==> src/rtl/eu_xbuf_wr_sched_if.sv <==
// Producer request bus plus xbuf in_* port bundle for eu_xbuf_wr_sched.
// The scheduler takes the slave side; producers/xbuf model take the master side.
interface eu_xbuf_wr_sched_if #(
   parameter int NUM_REQ = 4,
   parameter int ADDR_W  = 6,
   parameter int DATA_W  = 32
);
   logic [NUM_REQ-1:0]             req_valid_i;
   logic [NUM_REQ-1:0][ADDR_W-1:0] req_addr_i;
   logic [NUM_REQ-1:0][DATA_W-1:0] req_data_i;
   logic [NUM_REQ-1:0]             req_ready_o;
   logic [ADDR_W-1:0]              xbuf_addr_o;
   logic [DATA_W-1:0]              xbuf_data_o;
   logic                           xbuf_valid_o;
   logic                           xbuf_success_i;
   logic [NUM_REQ-1:0]             grant_o;
   logic                           stall_o;

   modport slave (
      input  req_valid_i, req_addr_i, req_data_i, xbuf_success_i,
      output req_ready_o, xbuf_addr_o, xbuf_data_o, xbuf_valid_o, grant_o, stall_o
   );

   modport master (
      output req_valid_i, req_addr_i, req_data_i, xbuf_success_i,
      input  req_ready_o, xbuf_addr_o, xbuf_data_o, xbuf_valid_o, grant_o, stall_o
   );
endinterface

==> src/rtl/eu_xbuf_wr_sched.sv <==
// Round-robin write scheduler in front of the xbuf input port, with one holding
// register per producer and a starvation guard that revokes a stuck grant.
//
// state    | meaning
// ST_IDLE  | no write on the xbuf port; pick next held channel from r_rr_ptr
// ST_ISSUE | holding register r_gidx presented to xbuf until success or revoke
module eu_xbuf_wr_sched #(
   parameter int NUM_REQ     = 4,
   parameter int STALL_LIMIT = 8,
   parameter int ADDR_W      = 6,
   parameter int DATA_W      = 32
) (
   input  logic              clk,
   input  logic              reset_n,
   eu_xbuf_wr_sched_if.slave bus
);

   localparam int PTR_W = $clog2(NUM_REQ);
   localparam int CTR_W = $clog2(STALL_LIMIT + 1);
   localparam logic [CTR_W-1:0] CTR_LAST = CTR_W'(STALL_LIMIT - 1);
   localparam logic [PTR_W-1:0] PTR_LAST = PTR_W'(NUM_REQ - 1);
   localparam logic [PTR_W:0]   SUM_WRAP = (PTR_W+1)'(NUM_REQ);

   typedef enum logic {ST_IDLE, ST_ISSUE} state_t;

   state_t                         r_state;
   logic [PTR_W-1:0]               r_rr_ptr;
   logic [PTR_W-1:0]               r_gidx;
   logic [CTR_W-1:0]               r_stall_ctr;
   logic [NUM_REQ-1:0]             r_hold_valid;
   logic [NUM_REQ-1:0][ADDR_W-1:0] r_hold_addr;
   logic [NUM_REQ-1:0][DATA_W-1:0] r_hold_data;
   logic [NUM_REQ-1:0]             r_grant;
   logic                           r_xvalid;
   logic [ADDR_W-1:0]              r_xaddr;
   logic [DATA_W-1:0]              r_xdata;

   logic                           w_issue;
   logic                           w_success;
   logic                           w_stall;
   logic                           w_any_hold;
   logic [PTR_W-1:0]               w_sel;
   logic [PTR_W-1:0]               w_next_ptr;
   logic [PTR_W:0]                 w_sum;
   logic [PTR_W-1:0]               w_cand;
   logic [NUM_REQ-1:0]             w_ready;
   logic [NUM_REQ-1:0]             w_accept;
   logic [NUM_REQ-1:0]             w_sel_onehot;

   assign w_issue    = (r_state == ST_ISSUE);
   assign w_success  = w_issue && bus.xbuf_success_i;
   assign w_stall    = w_issue && !bus.xbuf_success_i && (r_stall_ctr == CTR_LAST);
   assign w_next_ptr = (r_gidx == PTR_LAST) ? '0 : r_gidx + PTR_W'(1);

   // A granted channel frees up in its success cycle, so it can be refilled back-to-back.
   assign w_ready  = {NUM_REQ{reset_n}} & (~r_hold_valid | (r_grant & {NUM_REQ{bus.xbuf_success_i}}));
   assign w_accept = bus.req_valid_i & w_ready;

   // Scan downward so the candidate closest to r_rr_ptr is the last to win;
   // the wrap is an explicit subtract so non-power-of-2 NUM_REQ never overflows.
   always_comb begin
      w_sel      = '0;
      w_any_hold = 1'b0;
      w_sum      = '0;
      w_cand     = '0;
      for (int k = NUM_REQ - 1; k >= 0; k--) begin
         w_sum = {1'b0, r_rr_ptr} + (PTR_W+1)'(k);
         if (w_sum >= SUM_WRAP) begin
            w_sum = w_sum - SUM_WRAP;
         end
         w_cand = w_sum[PTR_W-1:0];
         if (r_hold_valid[w_cand]) begin
            w_sel      = w_cand;
            w_any_hold = 1'b1;
         end
      end
   end

   assign w_sel_onehot = {{(NUM_REQ-1){1'b0}}, 1'b1} << w_sel;

   always_ff @(posedge clk) begin
      if (!reset_n) begin
         r_hold_valid <= '0;
      end else begin
         for (int i = 0; i < NUM_REQ; i++) begin
            if (w_accept[i]) begin
               r_hold_valid[i] <= 1'b1;
            end else if (w_success && (r_gidx == PTR_W'(i))) begin
               r_hold_valid[i] <= 1'b0;
            end
         end
      end
   end

   always_ff @(posedge clk) begin
      for (int i = 0; i < NUM_REQ; i++) begin
         if (w_accept[i]) begin
            r_hold_addr[i] <= bus.req_addr_i[i];
            r_hold_data[i] <= bus.req_data_i[i];
         end
      end
   end

   // The granted holding register cannot reload until success, so latching its
   // contents on entry keeps the xbuf address/data stable through ISSUE.
   always_ff @(posedge clk) begin
      if (!reset_n) begin
         r_state     <= ST_IDLE;
         r_rr_ptr    <= '0;
         r_gidx      <= '0;
         r_stall_ctr <= '0;
         r_grant     <= '0;
         r_xvalid    <= 1'b0;
         r_xaddr     <= '0;
         r_xdata     <= '0;
      end else begin
         case (r_state)
            ST_IDLE: begin
               if (w_any_hold) begin
                  r_state     <= ST_ISSUE;
                  r_gidx      <= w_sel;
                  r_grant     <= w_sel_onehot;
                  r_xvalid    <= 1'b1;
                  r_xaddr     <= r_hold_addr[w_sel];
                  r_xdata     <= r_hold_data[w_sel];
                  r_stall_ctr <= '0;
               end
            end
            ST_ISSUE: begin
               if (bus.xbuf_success_i || (r_stall_ctr == CTR_LAST)) begin
                  r_state     <= ST_IDLE;
                  r_rr_ptr    <= w_next_ptr;
                  r_stall_ctr <= '0;
                  r_grant     <= '0;
                  r_xvalid    <= 1'b0;
                  r_xaddr     <= '0;
                  r_xdata     <= '0;
               end else begin
                  r_stall_ctr <= r_stall_ctr + CTR_W'(1);
               end
            end
            default: r_state <= ST_IDLE;
         endcase
      end
   end

   assign bus.req_ready_o  = w_ready;
   assign bus.xbuf_valid_o = r_xvalid & reset_n;
   assign bus.grant_o      = r_grant & {NUM_REQ{reset_n}};
   assign bus.xbuf_addr_o  = reset_n ? r_xaddr : '0;
   assign bus.xbuf_data_o  = reset_n ? r_xdata : '0;
   assign bus.stall_o      = w_stall & reset_n;

endmodule
==> src/flat_wrapper.sv <==
// flat-port wrapper written by rule: the top's interface ports become plain ports
module eu_xbuf_wr_sched_flat 
#(
   parameter int NUM_REQ     = 4,
   parameter int STALL_LIMIT = 8,
   parameter int ADDR_W      = 6,
   parameter int DATA_W      = 32
)
  (clk, reset_n, bus_req_valid_i, bus_req_addr_i, bus_req_data_i, bus_xbuf_success_i, bus_req_ready_o, bus_xbuf_addr_o, bus_xbuf_data_o, bus_xbuf_valid_o, bus_grant_o, bus_stall_o);
  eu_xbuf_wr_sched_if #(.NUM_REQ(NUM_REQ), .ADDR_W(ADDR_W), .DATA_W(DATA_W)) bus_i ();
  input  logic clk;
  input  logic reset_n;
  input wire logic [$bits(bus_i.req_valid_i)-1:0] bus_req_valid_i;
  input wire logic [$bits(bus_i.req_addr_i)-1:0] bus_req_addr_i;
  input wire logic [$bits(bus_i.req_data_i)-1:0] bus_req_data_i;
  input wire logic [$bits(bus_i.xbuf_success_i)-1:0] bus_xbuf_success_i;
  output wire logic [$bits(bus_i.req_ready_o)-1:0] bus_req_ready_o;
  output wire logic [$bits(bus_i.xbuf_addr_o)-1:0] bus_xbuf_addr_o;
  output wire logic [$bits(bus_i.xbuf_data_o)-1:0] bus_xbuf_data_o;
  output wire logic [$bits(bus_i.xbuf_valid_o)-1:0] bus_xbuf_valid_o;
  output wire logic [$bits(bus_i.grant_o)-1:0] bus_grant_o;
  output wire logic [$bits(bus_i.stall_o)-1:0] bus_stall_o;
  assign bus_i.req_valid_i = bus_req_valid_i;
  assign bus_i.req_addr_i = bus_req_addr_i;
  assign bus_i.req_data_i = bus_req_data_i;
  assign bus_i.xbuf_success_i = bus_xbuf_success_i;
  assign bus_req_ready_o = bus_i.req_ready_o;
  assign bus_xbuf_addr_o = bus_i.xbuf_addr_o;
  assign bus_xbuf_data_o = bus_i.xbuf_data_o;
  assign bus_xbuf_valid_o = bus_i.xbuf_valid_o;
  assign bus_grant_o = bus_i.grant_o;
  assign bus_stall_o = bus_i.stall_o;
  eu_xbuf_wr_sched #(.NUM_REQ(NUM_REQ), .STALL_LIMIT(STALL_LIMIT), .ADDR_W(ADDR_W), .DATA_W(DATA_W)) u_core (.clk(clk), .reset_n(reset_n), .bus(bus_i));
endmodule
==> config.mk <==
export PLATFORM = sky130hd
export DESIGN_NAME = eu_xbuf_wr_sched_flat
export DESIGN_NICKNAME = d
export VERILOG_FILES = /design/src/rtl/eu_xbuf_wr_sched_if.sv /design/src/rtl/eu_xbuf_wr_sched.sv /design/src/flat_wrapper.sv
export SDC_FILE = /design/constraint.sdc
export NUM_CORES = 1
export LEC_CHECK = 0
export ABC_AREA = 1
export CORE_ASPECT_RATIO = 0.75
export CORE_MARGIN = 4
export CORE_UTILIZATION = 40
export CTS_CLUSTER_SIZE = 16
export DETAILED_ROUTE_END_ITERATION = 10
export PLACE_DENSITY = 0.81
export SLEW_MARGIN = 20
export SYNTH_ARGS = -nofsm -noshare
export SYNTH_HDL_FRONTEND = slang
export SYNTH_SLANG_ARGS = --single-unit
==> constraint.sdc <==
create_clock -name clk -period 1.8 [get_ports clk]
set_input_delay 0.18 -clock clk [delete_from_list [all_inputs] [get_ports clk]]
set_output_delay 0.18 -clock clk [all_outputs]
set_load 0.1 [all_outputs]
# After elaboration in Yosys (flattened, before gate mapping)
# Index checks and enable logic that the tools add are counted.
dict set report totals {
  register_bits 208
  out_inout_bits 48
  inputBits 159
}
dict set report op_classes {
  n_eq_ne 6
  shift 1
  magnitude_cmp 9
  add_sub_neg 9
  bitwise_logic 9
  reduce_logical 17
  n_mux 53
}
# cell count
set op_table {}
lappend op_table {{32-bit 2-to-1 mux} 4}
lappend op_table {{32-bit binary-select mux with 2-bit select} 1}
lappend op_table {{32-bit one-hot mux with 2 select lines} 1}
lappend op_table {{6-bit 2-to-1 mux} 4}
lappend op_table {{1-bit 2-to-1 mux} 20}
lappend op_table {{2-bit 2-to-1 mux} 9}
lappend op_table {{4-bit AND} 4}
lappend op_table {{4-bit 2-to-1 mux} 4}
lappend op_table {{4-bit one-hot mux with 2 select lines} 2}
lappend op_table {{2-bit by 3-bit less-than comparator with 1-bit output (second input constant)} 5}
lappend op_table {{6-bit binary-select mux with 2-bit select} 1}
lappend op_table {{6-bit one-hot mux with 2 select lines} 1}
lappend op_table {{3-bit greater-or-equal comparator (second input constant)} 3}
lappend op_table {{1-bit binary-select mux with 2-bit select} 4}
lappend op_table {{2-bit nonzero test} 4}
lappend op_table {{2-bit by 1-bit subtractor with 2-bit output (second input constant)} 4}
lappend op_table {{1-bit logical AND} 7}
lappend op_table {{2-bit by 2-bit adder with 3-bit output (second input constant)} 2}
lappend op_table {{2-bit AND reduction} 3}
lappend op_table {{4-bit by 1-bit adder with 4-bit output (second input constant)} 1}
lappend op_table {{2-bit equality test (second input constant)} 2}
lappend op_table {{4-bit by 3-bit equality test with 1-bit output (second input constant)} 1}
lappend op_table {{4-bit NOT} 1}
lappend op_table {{4-bit bitwise OR} 1}
lappend op_table {{13 further kinds} 15}

# Depth between registers and ports, before layout
# Gate-level depths: netlist (run 1).
dict set report depth {
  word_depth 13
  mapped_depth 16
  mapped_depth_nobuf 14
}

# Least setup slack after synthesis (run 1)
# No wires, ideal clock.
dict set report synth_path {
  path_kind {input -> register}
  start {input bus_xbuf_success_i}
  end {register u_core.r_hold_addr[18] in the netlist's numbering (enable)}
  setup_ns 0.393
  required_time_ns 1.407
  path_stages 5
  setup_slack_ns -1.592
  n_path_buf 1
  t_arrival_ns 3.000
  path_cell_list {clkbuf_1 nand2_1 a21oi_1 nand2_1 inv_1}
}
dict set report synth_between {
  elab_chain_cells 4
}
# element line_no
set synth_rtl {}
lappend synth_rtl {{start, declared} flat_wrapper.sv:16} ;# input wire logic [$bits(bus_i.xbuf_success_i)-1:0] bus_xbuf_success_i;
lappend synth_rtl {{4-bit AND} eu_xbuf_wr_sched.sv:56} ;# assign w_ready = {NUM_REQ{reset_n}} & (~r_hold_valid | (r_grant & {NUM_REQ{bus.xbuf_success_i}}));
lappend synth_rtl {{4-bit bitwise OR} eu_xbuf_wr_sched.sv:56}
lappend synth_rtl {{4-bit AND} eu_xbuf_wr_sched.sv:56}
lappend synth_rtl {{via bus_req_ready_o[3]} flat_wrapper.sv:17} ;# output wire logic [$bits(bus_i.req_ready_o)-1:0] bus_req_ready_o;
lappend synth_rtl {{4-bit AND} eu_xbuf_wr_sched.sv:57} ;# assign w_accept = bus.req_valid_i & w_ready;
lappend synth_rtl {{via u_core.w_accept[3]} eu_xbuf_wr_sched.sv:47} ;# logic [NUM_REQ-1:0] w_accept;
lappend synth_rtl {{end signal, assigned by index} eu_xbuf_wr_sched.sv:98} ;# r_hold_addr[i] <= bus.req_addr_i[i];
lappend synth_rtl {{end, declared} eu_xbuf_wr_sched.sv:31} ;# logic [NUM_REQ-1:0][ADDR_W-1:0] r_hold_addr;
# The timed path passes the listed nets, and every way through them passes these cells.
# A chain may end at the register's enable or synchronous reset.

# Worst setup path after layout (run 1)
dict set report layout_path {
  start {register u_core.r_rr_ptr[0]}
  end {register u_core.r_xdata[21]}
}
dict set report layout_between {
  elab_chain_cells 13
  elab_cells_between_ends 37
}
# element line_no
set layout_rtl {}
lappend layout_rtl {{start, declared} eu_xbuf_wr_sched.sv:27} ;# logic [PTR_W-1:0] r_rr_ptr;
lappend layout_rtl {{start signal, assigned} eu_xbuf_wr_sched.sv:132} ;# r_rr_ptr <= w_next_ptr;
lappend layout_rtl {{2-bit by 2-bit adder with 3-bit output} eu_xbuf_wr_sched.sv:67} ;# w_sum = {1'b0, r_rr_ptr} + (PTR_W+1)'(k);
lappend layout_rtl {{3-bit greater-or-equal comparator or 2-bit by 1-bit subtractor with 2-bit output (tied branches)} {eu_xbuf_wr_sched.sv:68, eu_xbuf_wr_sched.sv:69}}
lappend layout_rtl {{2-bit 2-to-1 mux} eu_xbuf_wr_sched.sv:68} ;# if (w_sum >= SUM_WRAP) begin
lappend layout_rtl {{1-bit binary-select mux with 2-bit select} eu_xbuf_wr_sched.sv:72} ;# if (r_hold_valid[w_cand]) begin
lappend layout_rtl {{1-bit 2-to-1 mux (implied by the code)} eu_xbuf_wr_sched.sv:72}
lappend layout_rtl {{2-bit 2-to-1 mux (4 in a row)} eu_xbuf_wr_sched.sv:72}
lappend layout_rtl {{32-bit binary-select mux with 2-bit select} eu_xbuf_wr_sched.sv:125} ;# r_xdata <= r_hold_data[w_sel];
lappend layout_rtl {{32-bit 2-to-1 mux (implied by the code)} eu_xbuf_wr_sched.sv:125}
lappend layout_rtl {{32-bit 2-to-1 mux} eu_xbuf_wr_sched.sv:119} ;# if (w_any_hold) begin
lappend layout_rtl {{32-bit one-hot mux with 2 select lines} eu_xbuf_wr_sched.sv:117} ;# case (r_state)
lappend layout_rtl {{end signal, assigned} eu_xbuf_wr_sched.sv:125}
lappend layout_rtl {{end, declared} eu_xbuf_wr_sched.sv:36} ;# logic [DATA_W-1:0] r_xdata;
# Several ways; a longest one is shown, not always the timed one. The select of a mux whose other input is x is not followed.

==> results.toml, run 1 <==
[critical_path]
critPathRequiredTime_ps = 2180
crit_path_cell_trace = "buf_6 > o21ai_4 > nand2_2 > nand2_2 > nand2_2 > nand3_4 > nand2_8 > buf_12 > nand2_1 > nand2_1 > nand2_1 > nand2_1 > nand2_1 > nand2_1"
crit_arrival_ps = 2260
r2r-end = "u_core.r_xdata[21]"
cpPeakStageDelay_ps = 380
r2r_start = "u_core.r_rr_ptr[0]"
rr_worst_depth = 14
start_kind = "flop"
crit_path_end_kind = "flop"
critPathSlowestCell = "dfxtp_4"
regToRegSetupSlack_ps = -80
cp_max_fo = 12
cpMostUsedCell = "nand2_1"
critPathKind = "flop to flop"

[timing]
fmax_mhz = 532.0
worst_slew_pin_slew_ps = 326.5
relSlewSlack = 0.7806
finalClockSkew_ps = 12.38
drv_slew = 0
finalSetupViolations = 38
fin_crit_sh = 1.044
rsz0062_at_grt = "true"
hold_violations = 0
holdWs_ps = 119.0
fin_ws_ps = -79.75
period_needed_ps = 1880

[pwr]
p_sw_mw = 5.109
seqPwrFrac = 0.381
p_per_area_nw_per_um2 = 1138
irDropWorstVdd_v = 0.0005815
p_int_mw = 9.945
clkPwrFrac = 0.273
swShare = 0.3394
comb_power_share = 0.346
p_leak_nw = 5.771

[global_route]
antenna_found_initial = 2
grt_max_degree = 47
grt_overflow = 0
grt_pass1_wl_microns = 41390
grtUsageTotal = 0.2141
grt_pass1_vias = 7503

[floorplan]
dieArea_sq_um = 24580
io-pin-count = 207
die_x_microns = 179.7
core-area_sq_um = 21410
initial_utilization = 0.4131
die_h_microns = 136.8
rows = 46

[min_path]
holdPathEnd = "u_core.r_stall_ctr[1]"
min_from = "reset_n"
hold_path.class = "input pin to flop"
whs_path_depth = 3

[finish]
n_antenna_cell = 0
area_growth_pct = 49.62
final_nets = 1346
drive_gt1_frac = 0.1706
fin_area_sq_um = 13230
utilization = 0.6181

[synth]
netlist_instances = 939
syn_nets = 1103
synth_cell_type_count = 28
yosys_warnings = 0
synth-seq-cells = 208
yosysSeqAreaShare = 0.6428
post_synth.cell_area_avg_sq_um = 9.419
synth_area_sq_um = 8845

[drt]
drt_pass1_iterations = 5
wire_per_inst_microns = 18.60
wirelength_microns = 27600
drc = 0
num_vias = 7522
drt_iter0_drc = 681
antenna_left = 0
viasPerCell = 5.069

[job]
cap_violations = 0

[placed_design]
post-place-ws_ps = -222.8
dpl_cell_area_sq_um = 12240
dp_hpwl_microns = 18140
gp_congestion = 0.8783
io_buffers = 206

[clock_network]
cts_root_buffer = "clkbuf_16"
path_clk_slew_ps = 60
cts.sinks = 208
htreeDepth = 1
clk_latency_ps = 490
cts_tree = "built"
clk_path_buf_depth = 3
numCtsBuffers = 21

[status]
status = "finished with violations"
violations = "negative setup slack"
-- metrics by stage --
stage	power, mW	setup TNS, ps	instances
global placement	10.45	-3573	1433
finish	15.05	-1231	1484
global route	15.74	-5709	1484
detailed placement	10.57	-8375	1433
floorplan	8.615	-23770	939
CTS	14.95	-40.51	1483
-- how the worst max path moves through the flow --
stage                                start               endpoint  slack, ps  depth (start not counted)
finish                  u_core.r_rr_ptr[0]     u_core.r_xdata[21]        -80                         14
global route        u_core.r_hold_valid[3]     u_core.r_xdata[21]       -180                         13
CTS                     u_core.r_rr_ptr[0]     u_core.r_xdata[21]        -20                         14
detailed placement      u_core.r_rr_ptr[0]     u_core.r_xdata[31]       -220                         12
global placement        u_core.r_rr_ptr[0]      u_core.r_xaddr[5]       -120                         14
floorplan               bus_xbuf_success_i  u_core.r_hold_addr[0]       -160                          5
-- cell usage after synthesis --
library cell / instances / share of area
a22oi_1: 1 / 0.00085
nand3b_1: 1 / 0.00085
nand4_1: 2 / 0.0014
inv_1: 66 / 0.028
a21oi_1: 15 / 0.0085
a211oi_1: 1 / 0.00085
xnor2_1: 1 / 0.00099
buf_6: 9 / 0.011
o21ai_2: 1 / 0.00099
nand3_1: 125 / 0.071
nand2_2: 7 / 0.0050
clkbuf_4: 1 / 0.00085
o21ai_0: 13 / 0.0074
ha_1: 5 / 0.0071
buf_4: 4 / 0.0034
clkbuf_1: 17 / 0.0072
o22ai_1: 1 / 0.00071
clkinv_1: 1 / 0.00042
buf_1: 2 / 0.00085
buf_2: 19 / 0.011
dfxtp_1: 56 / 0.13
nor3_1: 2 / 0.0011
nand2_1: 421 / 0.18
inv_2: 2 / 0.00085
edfxtp_1: 152 / 0.52
inv_4: 1 / 0.00071
nand3_2: 3 / 0.0034
nor2_1: 10 / 0.0042
-- power groups by stage --
stage | Combinational (mW) | Clock (mW) | Sequential (mW)
finish | 5.21 | 4.11 | 5.73
global route | 5.59 | 4.39 | 5.76
CTS | 5.03 | 4.20 | 5.73
detailed placement | 4.75 | 0 | 5.83
global placement | 4.65 | 0 | 5.80
floorplan | 2.83 | 0 | 5.78
-- layout by cell type (no fill, tap or decap), types with 2 or more instances in the layout --
master / n
nor2_4: 2
nand4_1: 2
buf_6: 7
nor2_2: 3
dfxtp_2: 3
inv_2: 3
clkinvlp_4: 5
dfxtp_4: 3
buf_8: 2
edfxtp_1: 152
nand3_1: 114
clkinv_2: 6
nor3_1: 2
clkbuf_16: 23
o21ai_0: 12
buf_16: 2
buf_4: 29
clkinv_1: 2
clkbuf_1: 6
buf_12: 72
inv_1: 60
nand3_4: 3
a21oi_4: 4
nand3_2: 11
nand2_1: 409
ha_1: 4
nand2_2: 17
nor2_1: 5
a21oi_1: 11
dfxtp_1: 50
clkdlybuf4s50_1: 156
-- kinds of logic (layout without fill, tap and decap cells) --
kind of cell / Yosys count / in the layout / synth area share
fa+ha+maj: 5 / 5 / 0.007073
buf+inv: 122 / 379 / 0.06451
simple gates: 571 / 571 / 0.2654
xor+xnor: 1 / 1 / 0.0009904
flops: 208 / 208 / 0.6428
compound gates: 32 / 32 / 0.01924
-- state kept, by name, indices dropped and copies added, names as in the netlist, 2 cells and up --
signal               count
u_core.r_hold_addr      24
u_core.r_rr_ptr          2
u_core.r_grant           4
u_core.r_xdata          32
u_core.r_hold_data     128
u_core.r_hold_valid      4
u_core.r_stall_ctr       4
u_core.r_gidx            2
u_core.r_xaddr           6
-- cell type report --
class,count,area [sq um]
fill,1715,8177
sequential,208,5700
timing repair buffer,272,3452
multi-input combinational,609,2803
clock buffer,28,561.8
tap,288,360.3
inverter,70,286.5
clock inverter,9,70.07
-- routing by layer --
layer | GRT usage | part of all wire | routed length (microns)
met1 | 0.2926 | 0.42 | 11480
met2 | 0.3536 | 0.47 | 12920
met3 | 0.04995 | 0.096 | 2637
met4 | 0.04569 | 0.020 | 546
met5 | 0 | 0.00051 | 14
-- timing repair --
| action | 4_1_cts | 5_1_grt |
|---|---|---|
| resized for setup | 36 | 27 |
| endpoints found under the setup margin | 44 | 45 |
| gates cloned | 3 | 3 |
| hold buffers | 0 | 0 |
| pin swaps | 11 | 11 |
| setup buffers | 13 | 0 |
-- worst max-delay path: cells and delay by family, from the launching register on --
family | cells | cell delay (ps)
DFF | 1 | 380
AOI/OAI and AO/OA | 1 | 190
and+or+nand+nor | 11 | 880
buffers and inverters | 2 | 300
Note: power is estimated with default switching activity, not from simulation.
==> run 2: changes to the inputs <==
--- a/config.mk
+++ b/config.mk
@@ -11,7 +11,7 @@
 export CORE_UTILIZATION = 40
 export CTS_CLUSTER_SIZE = 16
 export DETAILED_ROUTE_END_ITERATION = 10
-export PLACE_DENSITY = 0.81
+export PLACE_DENSITY = 0.78
 export SLEW_MARGIN = 20
 export SYNTH_ARGS = -nofsm -noshare
 export SYNTH_HDL_FRONTEND = slang
==> constraint.sdc (replaced) <==
create_clock -name clk -period 1.95 [get_ports clk]
set_input_delay 0.195 -clock clk [delete_from_list [all_inputs] [get_ports clk]]
set_output_delay 0.195 -clock clk [all_outputs]
set_load 0.1 [all_outputs]
==> results.toml, run 2 (synthesized netlist as in run 1, its figures left out) <==
[timing]
period_needed_ps = 1894
rsz0062_at_grt = "true"
fmax_mhz = 528.1
fin_crit_sh = 0.9710
drv_slew = 0
worst_slew_pin_slew_ps = 576.5
hold_violations = 0
finalClockSkew_ps = 9.605
relSlewSlack = 0.6157
holdWs_ps = 202.6
finalSetupViolations = 0

[job]
cap_violations = 0

[drt]
drt_pass1_iterations = 5
top_layer = "met5"
drt_iter0_drc = 742
wirelength_microns = 27520
wire_per_inst_microns = 18.68
viasPerCell = 5.069
met2_length_microns = 12720
drc = 0
num_vias = 7467
drt-met1-wl_microns = 11850
antenna_left = 0
met3WireLength_microns = 2358

[critical_path]
cp_max_fo = 8
crit_path_end_kind = "flop"
regToRegSetupSlack_ps = 60
r2r_start = "u_core.r_rr_ptr[0]"
start_kind = "flop"
rr_worst_depth = 15
r2r-end = "u_core.r_xdata[18]"
critPathKind = "flop to flop"
crit_arrival_ps = 2270
critPathRequiredTime_ps = 2330

[global_route]
grt_max_degree = 57
grt_overflow = 0
grt_pass1_vias = 7347
grtUsageTotal = 0.2060
antenna_found_initial = 1
grt_pass1_wl_microns = 40100

[finish]
largest_reg_flops = 128
final_nets = 1335
area_growth_pct = 49.43
final_cell_mix = "398 x nand2_1, 157 x clkdlybuf4s50_1, 152 x edfxtp_1"
n_antenna_cell = 0
layout_commonest_cell = "nand2_1"
top_register = "u_core.r_hold_data"
reg.largest.list = "u_core.r_hold_data (128), u_core.r_xdata (32), u_core.r_hold_addr (24)"
drive_gt1_frac = 0.1696

[clock_network]
cts_root_buffer = "clkbuf_16"
htreeDepth = 1
path_clk_slew_ps = 60
cts.sinks = 208
numCtsBuffers = 21
cts_tree = "built"
clk_path_buf_depth = 3
clk_latency_ps = 490

[min_path]
min_from = "reset_n"
holdPathEnd = "u_core.r_hold_valid[2]"
hold_path.class = "input pin to flop"
whs_path_depth = 3

[placed_design]
dp_hpwl_microns = 17930
io_buffers = 206
gp_congestion = 0.9210

[pwr]
irDropWorstVdd_v = 0.0005747
p_per_area_nw_per_um2 = 1058
total_power_mw = 13.99
p_leak_nw = 5.762

[floorplan]
initial_utilization = 0.4131
die_h_microns = 136.8
dieArea_sq_um = 24580
io-pin-count = 207
core-area_sq_um = 21410
die_x_microns = 179.7
rows = 46

[status]
status = "finished clean"
[run 2: cell types whose count changed in the layout (fill, tap and decap cells not counted), sizes merged]
cell           before  now
buf               113   98
clkbuf             30   36
bufinv              1    2
clkdlybuf4s50     156  157
clkinv              8    7
clkinvlp            5    4
dlymetal6s2s        1    0
inv                65   64
[run 2: layout make-up]
cell class	count	area [sq um]
sequential	208	5697
clock buffer	30	599.3
clock inverter	7	85.08
multi-input combinational	609	2838
timing repair buffer	261	3348
fill	1693	8194
tap	288	360.3
inverter	70	289.0
[run 2: worst max-delay path, cell delays in order (launching register included)]
cell and delay [ps]:
dfxtp_4 460, inv_8 80, nand2_4 80, nand2_4 60, nand2_4 100, buf_6 110, nand3_4 60, nand3_4 180
nand2_8 130, clkbuf_16 190, nand2_1 60, nand2_1 50, nand2_1 60, nand2_1 50, nand2_1 70, nand2_1 50
[run 2: layer usage]
| layer | global-route usage | vias to the layer above |
|---|---|---|
| met1 | 0.2832 | 3507 |
| met4 | 0.04865 | 2 |
| met5 | 0 | - |
| li1 | - | 3520 |
| met3 | 0.04224 | 49 |
| met2 | 0.3407 | 389 |
[run 2: timing repair]
item,4_1_cts,5_1_grt
hold buffers,0,0
endpoints found under the setup margin,27,41
pin swaps,0,18
resized for setup,2,59
cloned,0,7
setup buffers,0,10
[run 2: worst max path at each step]
stage | from | to | slack (ps) | cells after the start
3_3_place_gp | u_core.r_rr_ptr[0] | u_core.r_xdata[23] | 70 | 15
6_report | u_core.r_rr_ptr[0] | u_core.r_xdata[18] | 60 | 15
3_5_place_dp | u_core.r_rr_ptr[0] | u_core.r_xdata[22] | -80 | 15
5_1_grt | u_core.r_rr_ptr[0] | u_core.r_xaddr[1] | -60 | 13
2_1_floorplan | bus_xbuf_success_i | u_core.r_hold_addr[0] | -30 | 5
4_1_cts | u_core.r_hold_valid[3] | u_core.r_xdata[22] | 40 | 12
[run 2: metrics by stage]
| stage | worst slack [ps] | TNS, ps | util | cell area [sq um] | std cells |
|---|---|---|---|---|---|
| global placement | 66.11 | 0 | 0.5636 | 12070 | 1419 |
| finish | 56.47 | 0 | 0.6173 | 13220 | 1473 |
| detailed placement | -78.79 | -1164 | 0.5636 | 12070 | 1419 |
| global route | -61.26 | -1167 | 0.6173 | 13220 | 1473 |
| floorplan | -28.80 | -3331 | - | 8931 | 939 |
| CTS | 39.04 | 0 | 0.5958 | 12760 | 1456 |
[run 2: report_power, final]
group          leakage (nW)  switching [mW]  internal, mW  total, mW
sequential             1.88           0.138          5.16       5.30
clock                 0.341            1.63          2.40       4.03
combinational          3.54            2.89          1.76       4.66
total                  5.76            4.67          9.32       14.0
